<file path="src/rtl/change_dispenser.sv">
// Coin payout engine: greedily ejects coins from four tubes, confirms each via the
// exit sensor, tracks per-tube inventory and reports done/error/remaining.
module change_dispenser #(
    parameter int PULSE_CYCLES  = 4,
    parameter int GAP_CYCLES    = 2,
    parameter int SENSE_TIMEOUT = 16,
    parameter int INV_W         = 6
) (
    input  logic             clk,
    input  logic             reset,
    input  logic             change_valid,
    input  logic [7:0]       change_amount,
    output logic             change_ready,
    input  logic             load_en,
    input  logic [3:0]       load_coin,
    input  logic [INV_W-1:0] load_count,
    input  logic             coin_sensed,
    output logic [3:0]       eject,
    output logic             busy,
    output logic             done,
    output logic             error,
    output logic [7:0]       remaining,
    output logic [3:0]       inv_empty
);
    typedef enum logic [2:0] {
        S_IDLE, S_SELECT, S_PULSE, S_WAIT_SENSE, S_GAP, S_FINISH
    } state_e;

    localparam logic [15:0] PULSE_LAST = 16'(PULSE_CYCLES - 1);
    localparam logic [15:0] GAP_LAST   = 16'(GAP_CYCLES - 1);
    localparam logic [15:0] WAIT_LAST  = 16'(SENSE_TIMEOUT - 1);

    state_e           state_q, state_d;
    logic [15:0]      cnt_q, cnt_d;
    logic [1:0]       sel_q, sel_d;
    logic             sensed_q, sensed_d;
    logic [7:0]       rem_q, rem_d;
    logic             err_q, err_d;
    logic [INV_W-1:0] inv_q [4];
    logic [INV_W-1:0] inv_d [4];
    logic             pick_found;
    logic [1:0]       pick_idx;
    logic             sense_now;
    logic             confirm;

    // Tube index to value in 10-cent units: 3=$1, 2=50c, 1=20c, 0=10c.
    function automatic logic [7:0] coin_value(input logic [1:0] idx);
        case (idx)
            2'd3:    return 8'd10;
            2'd2:    return 8'd5;
            2'd1:    return 8'd2;
            default: return 8'd1;
        endcase
    endfunction

    always_ff @(posedge clk or negedge reset) begin
        if (!reset) begin
            state_q  <= S_IDLE;
            cnt_q    <= '0;
            sel_q    <= '0;
            sensed_q <= 1'b0;
            rem_q    <= '0;
            err_q    <= 1'b0;
            inv_q    <= '{default: '0};
        end else begin
            state_q  <= state_d;
            cnt_q    <= cnt_d;
            sel_q    <= sel_d;
            sensed_q <= sensed_d;
            rem_q    <= rem_d;
            err_q    <= err_d;
            inv_q    <= inv_d;
        end
    end

    always_comb begin
        state_d    = state_q;
        cnt_d      = cnt_q;
        sel_d      = sel_q;
        sensed_d   = sensed_q;
        rem_d      = rem_q;
        err_d      = err_q;
        inv_d      = inv_q;
        confirm    = 1'b0;
        sense_now  = sensed_q | coin_sensed;
        pick_found = 1'b0;
        pick_idx   = 2'd0;
        // Ascending scan: the last eligible tube is the largest usable coin.
        for (int i = 0; i < 4; i++) begin
            if (coin_value(2'(i)) <= rem_q && inv_q[i] != '0) begin
                pick_found = 1'b1;
                pick_idx   = 2'(i);
            end
        end

        case (state_q)
            S_IDLE: begin
                if (load_en && $onehot(load_coin)) begin
                    for (int i = 0; i < 4; i++) begin
                        if (load_coin[i]) inv_d[i] = load_count;
                    end
                end
                if (change_valid) begin
                    rem_d   = change_amount;
                    err_d   = 1'b0;
                    state_d = S_SELECT;
                end
            end
            S_SELECT: begin
                if (rem_q == '0) begin
                    state_d = S_FINISH;
                end else if (pick_found) begin
                    sel_d    = pick_idx;
                    cnt_d    = '0;
                    sensed_d = 1'b0;
                    state_d  = S_PULSE;
                end else begin
                    err_d   = 1'b1;
                    state_d = S_FINISH;
                end
            end
            S_PULSE: begin
                sensed_d = sense_now;
                if (cnt_q == PULSE_LAST) begin
                    cnt_d   = '0;
                    confirm = sense_now;
                    state_d = sense_now ? S_GAP : S_WAIT_SENSE;
                end else begin
                    cnt_d = cnt_q + 16'd1;
                end
            end
            S_WAIT_SENSE: begin
                if (coin_sensed) begin
                    cnt_d   = '0;
                    confirm = 1'b1;
                    state_d = S_GAP;
                end else if (cnt_q == WAIT_LAST) begin
                    // Silent tube is assumed jammed or empty and taken out of service.
                    inv_d[sel_q] = '0;
                    state_d      = S_SELECT;
                end else begin
                    cnt_d = cnt_q + 16'd1;
                end
            end
            S_GAP: begin
                if (cnt_q == GAP_LAST) begin
                    state_d = S_SELECT;
                end else begin
                    cnt_d = cnt_q + 16'd1;
                end
            end
            S_FINISH: state_d = S_IDLE;
            default:  state_d = S_IDLE;
        endcase

        if (confirm) begin
            rem_d = rem_q - coin_value(sel_q);
            if (inv_q[sel_q] != '0) inv_d[sel_q] = inv_q[sel_q] - 1'b1;
        end
    end

    always_comb begin
        change_ready = (state_q == S_IDLE);
        busy         = (state_q != S_IDLE);
        done         = (state_q == S_FINISH);
        eject        = (state_q == S_PULSE) ? (4'b0001 << sel_q) : 4'b0000;
        error        = err_q;
        remaining    = rem_q;
        for (int i = 0; i < 4; i++) inv_empty[i] = (inv_q[i] == '0);
    end

endmodule

</file>
<file path="config.mk">
export PLATFORM = sky130hd
export DESIGN_NAME = change_dispenser
export DESIGN_NICKNAME = d
export VERILOG_FILES = /design/src/rtl/change_dispenser.sv
export SDC_FILE = /design/constraint.sdc
export NUM_CORES = 1
export LEC_CHECK = 0
export BUFFER_PORTS_ARGS = -buffer_cell sky130_fd_sc_hd__buf_2
export CORE_MARGIN = 2
export CORE_UTILIZATION = 47
export CTS_BUF_LIST = sky130_fd_sc_hd__clkbuf_2 sky130_fd_sc_hd__clkbuf_4 sky130_fd_sc_hd__clkbuf_8
export CTS_CLUSTER_DIAMETER = 100
export CTS_CLUSTER_SIZE = 24
export DETAILED_ROUTE_END_ITERATION = 7
export PLACE_DENSITY = 0.69
export SLEW_MARGIN = 20
export SYNTH_ARGS = -nofsm -noshare
export SYNTH_HDL_FRONTEND = slang
export SYNTH_SLANG_ARGS = --single-unit
</file>
<file path="constraint.sdc">
create_clock -name clk -period 2.8 [get_ports clk]
set_input_delay 0.28 -clock clk [delete_from_list [all_inputs] [get_ports clk]]
set_output_delay 0.28 -clock clk [all_outputs]
set_load 0.005 [all_outputs]
</file>
==> impl_summary.md <==
Worst hold path
The startpoint identified for the worst hold timing path is change_amount[1]. The cell count of the worst hold path is 3. The worst hold path terminates at remaining[1]$_DFFE_PN0P_.

In this run the worst hold path is classified as input pin to register.

Clock tree
The number of post-CTS setup repair buffers is 0. The clock-pin slew on the worst setup and hold paths is around 0.1 ns. The number of sinks driven by the clock tree is 55.

The H-tree generated during clock tree synthesis spans 2 levels. The insertion delay of the later-clocked pin in the worst-skew pair is 0.31 ns. The maximum buffer depth of the clock tree is 2. The TritonCTS clock tree is built. The total CTS buffers is 5. The clock root buffer is clkbuf_8.

Detailed routing
The residual antenna-violating net count after detailed routing is 0. The detailed router finished its first iteration with ~140 violations. The number of detailed-route iterations in the first pass is 4.

Wires add up to 9740 um. The final route contains between 3k and 4k vias. The remaining design rule violation count is 0. The average wire per standard cell is about 17 um. Dividing the detail-routed via count by the number of cells gives between 6 and 7.

Finish
In the final design database the tool counted roughly 490 nets. In the final layout, the share of cells above drive strength 1 is 0.225. The number of inserted diodes is 0. The area added between synthesis and finish is 17.5%.

The core utilization of the finished layout is 0.561. Summing all non-filler instances in the final layout gives an area of approximately 4300 um^2. The filler-free cell count of the finished design is 560.

STA
The final cycle utilization of the critical path is 0.963. Setup repair after global routing left no endpoint under its margin. Headroom to the max-slew limit came out at 0.567. Hold timing on the final database bottoms out at a slack of 0.172 ns.

Setup total negative slack on the finished layout was measured at 0 ns. Setup violations remaining at the end of the flow were counted as 0. The worst clock skew is 0.0139 ns.

The number of hold violations in the final report was 0. The max-slew violation total from the final report is 0. The upper clock frequency limit is roughly 0.37 GHz. Counting I/O delays and the setup requirement, the final critical path takes roughly 2.7 ns. For the pin with the worst max-slew slack, the measured transition is around 0.65 ns. In the post-route analysis, the smallest setup slack over all paths is 0.104 ns.

Logic synthesis
The Yosys step of the flow raised 0 warnings. The mapped netlist covers 3630 um^2. The share of flip-flops with an asynchronous set or reset after synthesis is 1.00. The count of flip-flops with a built-in enable after synthesis is 0.

The synthesized design spends more area on one cell type than any other, namely dfrtp_1. The post-synthesis average cell area is slightly above 9 um^2. In the synthesized netlist the dominant register cell turns out to be dfrtp_1. The area fraction of the dominant cell type after synthesis is 0.379. The number of nets in the synthesized netlist is around 430. The most frequently used cell type in the post-synthesis netlist is dfrtp_1. The number of instances in the synthesized netlist is around 400.

The sequential fraction of the synthesis area is 0.379. The distinct cell type count of the synthesized netlist is between 50 and 60. Yosys attributes the largest share of cell area to dfrtp_1 38%, mux2i_1 5.8%, a22oi_1 4.1%.

Counting instances in the post-synthesis netlist gives the leading cell types as 55 x dfrtp_1, 37 x nand2_1, 32 x nor2_1. The synthesized design contains 55 register bits.

Power
In this run the static leakage power is roughly 2 nW. In this run the power density over the cells is between 1000 and 1500 nW/um^2. IR analysis of the VDD net gives a maximum drop of about 0.35 mV. The design draws 4.47 mW.

Die
After floorplanning, the core was divided into 32 placement rows. For this configuration, the core starts out at a cell density of 0.478. The I/O pin count is 43. The die outline area is approximately 8500 um^2. The die boundary height is 91.9 um. The width of the die is ~92 um. The core box area is roughly 7600 um^2.

Placed design
The wire-length estimate of the detail-placed layout is ~7600 um. In this run, placement finished with an instance count of between 500 and 600. The number of I/O port buffers is between 40 and 50.

Summing all placed instances gives a cell area of between 4000 and 5000 um^2. The worst-case setup slack after placement is 0.133 ns. The final weighted congestion in routability-driven placement is between 0.8 and 0.9.

Critical path
The data arrival time of the critical path is about 2.9 ns. The endpoint identified for the worst register-to-register timing path is inv_q[17]$_DFF_PN0_. The critical path is of the register to register type. The count of cells along the worst register-to-register path is 6. The critical path required time is 3.01 ns. The longest individual stage delay on the worst path is roughly 0.60 ns.

The launch instance of the worst register-to-register path is cnt_q[12]$_DFFE_PN0P_. The critical path goes through or4_1 -> or3_1 -> nor3_2 -> a21oi_1 -> a22o_1 -> mux2_2. STA classifies the critical path startpoint as a register. STA classifies the critical path endpoint as a register.

Of all nets on the critical path, the largest fanout is 6. The setup check on the worst reg-to-reg path leaves a slack of just over 0.1 ns. The slowest cell on the critical path is or4_1.

Global route
The number of antenna violations at the first check in global routing came to 0. Entering global routing, the biggest net connects 23 pins. The number of global-route vias before repair is ~3.3k. The total global routing track utilization is 0.238. Global routing finished with a remaining overflow of 0.

The first-pass GRT wire length is 16,200 um.

Outcome
The run finished with clean final reports.

Flow run
Across the run, the number of max-cap violations was 0.
==> cells by family (layout without fill, tap and decap cells) <==
logic type | count (synthesis) | after routing | share of synthesized area
DFF | 55 | 55 | 0.379
xor gates and xnor gates | 5 | 5 | 0.0120
muxes | 32 | 32 | 0.110
AOI/OAI and AO/OA | 102 | 102 | 0.196
buffers and inverters | 39 | 104 | 0.0427
adders and majority gates | 12 | 12 | 0.0454
and+or+nand+nor | 148 | 148 | 0.215
==> repair_timing <==
action / in CTS / in global routing
resized for setup: 0 / 1
setup endpoints to repair: 0 / 1
hold buffers: 1 / 0
endpoints found under the hold margin: 20 / 0
==> how the worst max path moves through the flow <==
stage / start / cells after the start / endpoint
finish: cnt_q[12]$_DFFE_PN0P_ / 6 / inv_q[17]$_DFF_PN0_
global route: cnt_q[12]$_DFFE_PN0P_ / 6 / inv_q[17]$_DFF_PN0_
CTS: cnt_q[12]$_DFFE_PN0P_ / 6 / cnt_q[9]$_DFFE_PN0P_
detailed placement: load_coin[0] / 13 / inv_q[20]$_DFF_PN0_
global placement: load_coin[0] / 12 / inv_q[5]$_DFF_PN0_
floorplan: load_coin[0] / 12 / inv_q[5]$_DFF_PN0_
==> metal layers <==
metal | global-route usage | vias up | routed length (um)
met2 | 0.389 | 103 | 4660
met1 | 0.326 | 1645 | 4380
li1 | - | 1610 | -
met4 | 0.0821 | 0 | 220
met5 | 0 | - | 0
met3 | 0.0329 | 20 | 483
==> cell usage in the layout, fill, tap and decap left out, types with 4 or more instances in the layout <==
cell      count
dfrtp_1      55
buf_2        42
nand2_1      37
nor2_1       32
buf_4        31
o21ai_0      23
inv_1        21
mux2i_1      21
a22oi_1      20
nor3_1       13
a21oi_1      13
a41oi_1      10
ha_1         10
nand3_1       9
or4_1         8
and2_1        8
clkbuf_8      7
mux4_2        6
nor2b_1       5
a22o_1        5
mux2_2        5
and3_1        5
or2_2         4
or3_1         4
a31oi_1       4
xnor2_1       4
nand2b_1      4
o31ai_1       4
==> registers in the layout (all words and copies together), names as in the netlist <==
signal / count
sel_q: 2
remaining: 8
error: 1
state_q: 3
cnt_q: 16
inv_q: 24
sensed_q: 1
==> worst max-delay path: cells and delay by family (launching register included) <==
family,cells,cell delay (ns)
muxes,1,0.26
DFF,1,0.42
and+or+nand+nor,3,1.45
AOI/OAI and AO/OA,2,0.47
==> power by group <==
part	internal, mW	switching [mW]	total, mW	leakage, nW
combinational	1.16	1.47	2.63	1.28
sequential	1.06	0.289	1.35	0.706
clock	0.236	0.258	0.494	0.0549
==> cell type report <==
class                   instances  area, um^2
well taps                     102         128
flip-flops and latches         55        1380
inverters                      21        78.8
repair buffers                 75         473
fillers                       697        3340
multi-input cells             299        2110
clock buffers                   8         104
(Power assumes the default switching activity.)
